[src/rtl/cia_timer_bank_if.sv]
// CPU-side bus of the timer bank: phi2 strobes, chip select, direction,
// register select and the two 8-bit data paths.
interface cia_timer_bank_if;
  logic       phi2_p;
  logic       phi2_n;
  logic       cs_n;
  logic       rw;
  logic [5:0] rs;
  logic [7:0] db_in;
  logic [7:0] db_out;

  modport master (
    output phi2_p, phi2_n, cs_n, rw, rs, db_in,
    input  db_out
  );

  modport slave (
    input  phi2_p, phi2_n, cs_n, rw, rs, db_in,
    output db_out
  );
endinterface

[src/rtl/cia_timer_bank.sv]
// Bank of CIA-style interval timers with cascading, one-shot/continuous modes,
// coherent multi-byte counter reads and a shared ICR/IMR interrupt unit.
module cia_timer_bank #(
  parameter int NUM_TIMERS = 4,
  parameter int TIMER_W    = 16
) (
  input  logic                  clk,
  input  logic                  reset,
  cia_timer_bank_if.slave       bus,
  input  logic                  cnt_in,
  output logic [NUM_TIMERS-1:0] tmr_out,
  output logic                  irq_n
);
  localparam int NB = TIMER_W / 8;

  localparam logic [1:0] SRC_PHI2     = 2'd0;
  localparam logic [1:0] SRC_CNT      = 2'd1;
  localparam logic [1:0] SRC_CASC     = 2'd2;

  logic [TIMER_W-1:0]    latch_q [NUM_TIMERS];
  logic [TIMER_W-1:0]    count_q [NUM_TIMERS];
  logic [TIMER_W-1:0]    snap_q  [NUM_TIMERS];
  logic [1:0]            src_q   [NUM_TIMERS];
  logic [NUM_TIMERS-1:0] start_q, out_en_q, toggle_q, oneshot_q, force_q;
  logic [NUM_TIMERS-1:0] ff_q, pulse_q, snap_valid_q;
  logic [NUM_TIMERS-1:0] icr_q, imr_q;
  logic [NUM_TIMERS-1:0] tick, uf;
  logic                  icr_clr_q, cnt_q, cnt_pend_q, cnt_edge;
  logic                  rd, wr;
  logic [2:0]            sel_ch, sel_k;
  logic [7:0]            rd_data;

  assign rd       = bus.phi2_n & ~bus.cs_n & bus.rw;
  assign wr       = bus.phi2_n & ~bus.cs_n & ~bus.rw;
  assign sel_ch   = bus.rs[5:3];
  assign sel_k    = bus.rs[2:0];
  // A CNT rising edge seen on any clk is remembered until the next phi2_p.
  assign cnt_edge = cnt_pend_q | (cnt_in & ~cnt_q);

  // Replace byte k of a latch image with new write data.
  function automatic logic [TIMER_W-1:0] merge_byte(input logic [TIMER_W-1:0] old,
                                                    input logic [2:0] k,
                                                    input logic [7:0] d);
    logic [TIMER_W-1:0] mask;
    mask = TIMER_W'(8'hFF) << {k, 3'b000};
    return (old & ~mask) | (TIMER_W'(d) << {k, 3'b000});
  endfunction

  // Tick/underflow ripple: channel i sees channel i-1's underflow on the same phi2_p.
  always_comb begin
    logic prev_uf, src_hit, t;
    // NOTE: every variable assigned in always_comb gets a default first so no latch is inferred.
    prev_uf = 1'b0;
    src_hit = 1'b0;
    t       = 1'b0;
    tick    = '0;
    uf      = '0;
    for (int i = 0; i < NUM_TIMERS; i++) begin
      case (src_q[i])
        SRC_PHI2: src_hit = 1'b1;
        SRC_CNT:  src_hit = cnt_edge;
        SRC_CASC: src_hit = prev_uf;
        default:  src_hit = prev_uf & cnt_in;
      endcase
      t       = bus.phi2_p & start_q[i] & src_hit;
      tick[i] = t;
      uf[i]   = t & (count_q[i] == '0);
      prev_uf = t & (count_q[i] == '0);
    end
  end

  // Read data mux: counter bytes (snapshot for upper bytes), CTRL, ICR.
  always_comb begin
    logic [TIMER_W-1:0] sh;
    rd_data = '0;
    sh      = '0;
    if (sel_ch == 3'd7) begin
      if (sel_k == 3'd0) rd_data = {~irq_n, 7'(icr_q)};
    end else begin
      for (int i = 0; i < NUM_TIMERS; i++) begin
        if (sel_ch == 3'(i)) begin
          if (int'(sel_k) < NB) begin
            sh      = (sel_k != 3'd0 && snap_valid_q[i]) ? snap_q[i] : count_q[i];
            sh      = sh >> {sel_k, 3'b000};
            rd_data = sh[7:0];
          end else if (sel_k == 3'd4) begin
            rd_data = {1'b0, src_q[i], 1'b0, oneshot_q[i], toggle_q[i], out_en_q[i], start_q[i]};
          end
        end
      end
    end
  end

  // Per-channel output pin: idle high, toggle flip-flop, or one-phi2 underflow pulse.
  always_comb begin
    tmr_out = '1;
    for (int i = 0; i < NUM_TIMERS; i++) begin
      if (out_en_q[i]) tmr_out[i] = toggle_q[i] ? ff_q[i] : pulse_q[i];
    end
  end

  // Counters, control registers, bus writes/reads and interrupt state.
  always_ff @(posedge clk) begin
    if (reset) begin
      // NOTE: the per-channel arrays are a handful of flops, not RAM, so they are reset
      // explicitly to give software a defined latch/counter image after reset.
      for (int i = 0; i < NUM_TIMERS; i++) begin
        latch_q[i] <= '1;
        count_q[i] <= '0;
        snap_q[i]  <= '0;
        src_q[i]   <= '0;
      end
      start_q      <= '0;
      out_en_q     <= '0;
      toggle_q     <= '0;
      oneshot_q    <= '0;
      force_q      <= '0;
      ff_q         <= '0;
      pulse_q      <= '0;
      snap_valid_q <= '0;
      icr_q        <= '0;
      imr_q        <= '0;
      icr_clr_q    <= 1'b0;
      cnt_q        <= 1'b0;
      cnt_pend_q   <= 1'b0;
      irq_n        <= 1'b1;
      bus.db_out   <= '0;
    end else begin
      // NOTE: non-blocking assignments throughout; later statements in this block
      // deliberately override earlier ones for the same clock (bus beats count).
      cnt_q      <= cnt_in;
      cnt_pend_q <= bus.phi2_p ? 1'b0 : cnt_edge;

      if (bus.phi2_p && icr_clr_q) irq_n <= 1'b1;
      else                         irq_n <= ~|(icr_q & imr_q);

      if (bus.phi2_p) begin
        icr_clr_q <= 1'b0;
        icr_q     <= icr_clr_q ? uf : (icr_q | uf);
        for (int i = 0; i < NUM_TIMERS; i++) begin
          pulse_q[i] <= uf[i];
          if (force_q[i]) begin
            count_q[i] <= latch_q[i];
            force_q[i] <= 1'b0;
          end else if (uf[i]) begin
            count_q[i] <= latch_q[i];
          end else if (tick[i]) begin
            count_q[i] <= count_q[i] - 1'b1;
          end
          if (uf[i]) begin
            ff_q[i] <= ~ff_q[i];
            if (oneshot_q[i]) start_q[i] <= 1'b0;
          end
        end
      end

      if (rd) begin
        bus.db_out <= rd_data;
        if (sel_ch == 3'd7 && sel_k == 3'd0) icr_clr_q <= 1'b1;
        for (int i = 0; i < NUM_TIMERS; i++) begin
          if (sel_ch == 3'(i) && sel_k == 3'd0) begin
            snap_q[i]       <= count_q[i];
            snap_valid_q[i] <= 1'b1;
          end
        end
      end

      if (wr) begin
        if (sel_ch == 3'd7 && sel_k == 3'd0) begin
          if (bus.db_in[7]) imr_q <= imr_q | bus.db_in[NUM_TIMERS-1:0];
          else              imr_q <= imr_q & ~bus.db_in[NUM_TIMERS-1:0];
        end
        for (int i = 0; i < NUM_TIMERS; i++) begin
          if (sel_ch == 3'(i)) begin
            snap_valid_q[i] <= 1'b0;
            if (int'(sel_k) < NB) begin
              latch_q[i] <= merge_byte(latch_q[i], sel_k, bus.db_in);
              // Top byte completes the latch: a stopped or one-shot timer loads at once.
              if (sel_k == 3'(NB-1) && (!start_q[i] || oneshot_q[i])) begin
                count_q[i] <= merge_byte(latch_q[i], sel_k, bus.db_in);
                if (oneshot_q[i]) start_q[i] <= 1'b1;
              end
            end else if (sel_k == 3'd4) begin
              start_q[i]   <= bus.db_in[0];
              out_en_q[i]  <= bus.db_in[1];
              toggle_q[i]  <= bus.db_in[2];
              oneshot_q[i] <= bus.db_in[3];
              force_q[i]   <= bus.db_in[4];
              src_q[i]     <= bus.db_in[6:5];
              if (bus.db_in[0] && !start_q[i]) ff_q[i] <= 1'b1;
            end
          end
        end
      end
    end
  end
endmodule
[src/flat_wrapper.sv]
// flat-port wrapper written by rule: the top's interface ports become plain ports
module cia_timer_bank_flat 
#(
  parameter int NUM_TIMERS = 4,
  parameter int TIMER_W    = 16
)
  (clk, reset, cnt_in, tmr_out, irq_n, bus_phi2_p, bus_phi2_n, bus_cs_n, bus_rw, bus_rs, bus_db_in, bus_db_out);
  cia_timer_bank_if bus_i ();
  input  logic clk;
  input  logic reset;
  input  logic cnt_in;
  output logic [NUM_TIMERS-1:0] tmr_out;
  output logic irq_n;
  input wire logic [$bits(bus_i.phi2_p)-1:0] bus_phi2_p;
  input wire logic [$bits(bus_i.phi2_n)-1:0] bus_phi2_n;
  input wire logic [$bits(bus_i.cs_n)-1:0] bus_cs_n;
  input wire logic [$bits(bus_i.rw)-1:0] bus_rw;
  input wire logic [$bits(bus_i.rs)-1:0] bus_rs;
  input wire logic [$bits(bus_i.db_in)-1:0] bus_db_in;
  output wire logic [$bits(bus_i.db_out)-1:0] bus_db_out;
  assign bus_i.phi2_p = bus_phi2_p;
  assign bus_i.phi2_n = bus_phi2_n;
  assign bus_i.cs_n = bus_cs_n;
  assign bus_i.rw = bus_rw;
  assign bus_i.rs = bus_rs;
  assign bus_i.db_in = bus_db_in;
  assign bus_db_out = bus_i.db_out;
  cia_timer_bank #(.NUM_TIMERS(NUM_TIMERS), .TIMER_W(TIMER_W)) u_core (.clk(clk), .reset(reset), .bus(bus_i), .cnt_in(cnt_in), .tmr_out(tmr_out), .irq_n(irq_n));
endmodule
[config.mk]
export PLATFORM = sky130hd
export DESIGN_NAME = cia_timer_bank_flat
export DESIGN_NICKNAME = d
export VERILOG_FILES = /design/src/rtl/cia_timer_bank_if.sv /design/src/rtl/cia_timer_bank.sv /design/src/flat_wrapper.sv
export SDC_FILE = /design/constraint.sdc
export NUM_CORES = 1
export LEC_CHECK = 0
export ABC_AREA = 1
export CORE_MARGIN = 10
export CORE_UTILIZATION = 60
export DETAILED_ROUTE_END_ITERATION = 8
export PLACE_DENSITY_LB_ADDON = 0.05
export RECOVER_POWER = 100
export SETUP_SLACK_MARGIN = 0.05
export SLEW_MARGIN = 20
export SYNTH_ARGS = -nofsm -noshare
export SYNTH_HDL_FRONTEND = slang
export SYNTH_SLANG_ARGS = --single-unit
[constraint.sdc]
create_clock -name clk -period 4.2 [get_ports clk]
set_input_delay 0.84 -clock clk [delete_from_list [all_inputs] [get_ports clk]]
set_output_delay 0.84 -clock clk [all_outputs]
set_load 0.02 [all_outputs]
==> qor.yml <==
status: "finished clean"
synth_seq_cells: 225
drv_cap: 0
crit_arrival_ns: 4.17
core_um2: 21000
synth-simple-area-share_pct: 21.3
synth_area_um2: 12800
ff2ff_path_depth: 14
timing.rr.start: "u_core.count_q[1][0]$_SDFFCE_PP0P_"
port_buffers: 33
critical_path_peak_fanout: 10
place_congestion: 1.01
timing.slew.headroom_pct: 25.4
antenna_left: 0
die_area_um2: 27700
wl_per_cell_um: 22.2
hold_buffers: 0
r2r_slack_ns: 0.89
yosysWarnings: 0
numCtsBuffers: 25
grt_start_max_net_pins: 45
drt_iter0_drc: 1711
cts_root_buffer: "clkbuf_16"
cp-start-kind: "input pin"
viasPerCell: 6.13
leakagePower_nw: 6.27
grt_use_total_pct: 29.6
synthesis.nets: 1619
synth_top_cells_by_area: "edfxtp_1, nand2_1, dfxtp_1"
dp.cells: 1885
ys_async_sr_fraction_pct: 0
cts_tree: "done"
synthFlopType: "edfxtp_1"
drive_gt1_share_pct: 7.73
insertion_delay_ns: 0.54
dp_hpwl_um: 30800
period_minus_slack_ns: 3.79
tightestPinTransition_ns: 1.12
area_growth_pct: 11.6
endpoint: "u_core.count_q[0][15]$_DFFE_PP_"
grt_pass1_vias: 10900
setup-tns-final_ns: 0
startpoint: "bus_phi2_p"
synth-xor-area-share_pct: 3.00
path_class: "input pin to flop"
synth_edf_count: 173
synth_compound_area_share_pct: 16.7
vias: 11800
nets: 1663
grt_overflow: 0
grt_first_pass_wirelength_um: 65100
clkSinkCount: 225
dr.pass1.iters: 5
synthAdderAreaFrac_pct: 0.487
cts_resized: 0
antenna_found_initial: 0
max_clock_freq_ghz: 0.264
rows: 53
chipHeight_um: 166
ys_seq_area_share_pct: 48.5
cts_buffer_depth: 3
die_w_um: 166
rsz0062_at_grt: "no"
synth_top_area_cell: "edfxtp_1"
yosysUniqueCellTypes: 48
yosys-mux-area-fraction_pct: 0
finalHoldViolCount: 0
start_util_pct: 61.1
yosysMostFrequentCell: "nand2_1"
finalMaxSlewViolations: 0
ys_top_cells_by_count: "nand2_1, inv_1, o21ai_0"
end_kind: "flop"
synth_top_family_by_area: "simple AND/OR/NAND/NOR gates"
synth_top_area_share_pct: 40.4
fillers: 1793
period_share_pct: 90.1
drcViolationCount: 0
cp.required_ns: 4.58
io_pins: 34
syn_avg_cell_area_um2: 8.06
postCtsSetupRepairBufs: 0
p_per_area_nw_per_um2: 355
setup_violations: 0
vdd_drop_max_mv: 0.264
syn_inst: 1593
fin_skew_ns: 0.0155
fin_cells: 1931
hp-class: "flop to flop"
htree_levels: 1
timing.rr.end: "u_core.count_q[2][9]$_DFFE_PP_"
n_antenna_cell: 0
cts.clk_slew.worst_paths_ns: 0.06
wl_um: 42900
-- layout make-up --
cell class / count / area, um^2 / area share [%]
Tap cell: 275 / 344 / 2.40
Timing Repair Buffer: 77 / 621 / 4.33
Sequential cell: 225 / 6240 / 43.5
Multi-Input combinational cell: 1034 / 5260 / 36.7
Inverter: 274 / 1030 / 7.17
Clock buffer: 30 / 687 / 4.79
Clock inverter: 16 / 161 / 1.13
-- placed cells by master, fill, tap and decap left out, types with 4 or more instances in the layout --
cell	n
nand2_1	284
inv_1	261
o21ai_0	194
edfxtp_1	173
nor2_1	166
a21oi_1	77
dfxtp_1	52
o22ai_1	44
xor2_1	43
nand3_1	40
nor3_1	36
nor2_2	28
clkbuf_16	27
buf_4	24
nand4_1	22
clkbuf_1	19
dlygate4sd3_1	18
a31oi_1	16
clkdlybuf4s50_1	15
o211ai_1	11
inv_2	10
a221oi_1	8
clkinv_1	7
nand3_2	6
o32ai_1	6
nor4_1	5
ha_1	5
clkinv_2	5
nand2_2	4
o2111ai_1	4
a211oi_1	4
-- sequential cells by signal (all words and copies together) (netlist names), 8 cells and up, named ones only --
register	count
u_core.count_q	64
u_core.latch_q	64
u_core.snap_q	37
u_core.bus.db_out	8
u_core.src_q	8
-- stage by stage --
step | util [%] | power, mW | cell area (um^2) | worst slack (ns) | hold WS, ns
2_1_floorplan | - | 2.69 | 12800 | 1.08 | 0.430
3_5_place_dp | 64.8 | 2.85 | 13600 | 0.377 | 0.452
6_report | 68.2 | 5.09 | 14300 | 0.414 | 0.458
4_1_cts | 68.9 | 5.09 | 14500 | 0.921 | 0.461
5_1_grt | 68.2 | 5.20 | 14300 | 0.333 | 0.492
3_3_place_gp | 64.8 | 2.85 | 13600 | 0.444 | 0.443
-- worst min-delay path by stage --
stage	end	slack, ns	depth (start not counted)
floorplan	flop	0.43	2
global placement	flop	0.44	2
detailed placement	flop	0.45	2
CTS	flop	0.46	2
global route	flop	0.49	2
finish	flop	0.46	2
-- cells by family after synthesis --
logic type	count (synthesis)
simple gates	606
compound gates	379
buf+inv	334
flops	225
xor+xnor	44
fa+ha+maj	5
-- report_power, final --
part | internal, mW | leakage, nW | switching [mW]
logic | 0.0869 | 3.89 | 0.260
clock network | 1.35 | 0.409 | 0.927
registers | 2.43 | 1.97 | 0.0353
-- routing by layer --
layer	vias up	track usage, %	routed length, um
li1	5426	-	-
met1	5498	42.5	17700
met2	796	43.5	18100
met3	122	5.80	5250
met4	0	10.7	1850
met5	-	0	0
-- worst max-delay path, stage by stage --
cell           delay, ns
dlygate4sd3_1       0.73
inv_1               0.27
nor2_1              0.37
inv_1               0.23
nor3_1              0.29
nand3_2             0.12
inv_1               0.08
a31oi_1             0.08
nand3_1             0.34
nand2_1             0.37
inv_2               0.22
o221ai_1            0.12
o21ai_0             0.08
No activity file was read; power rests on OpenSTA's default activity.
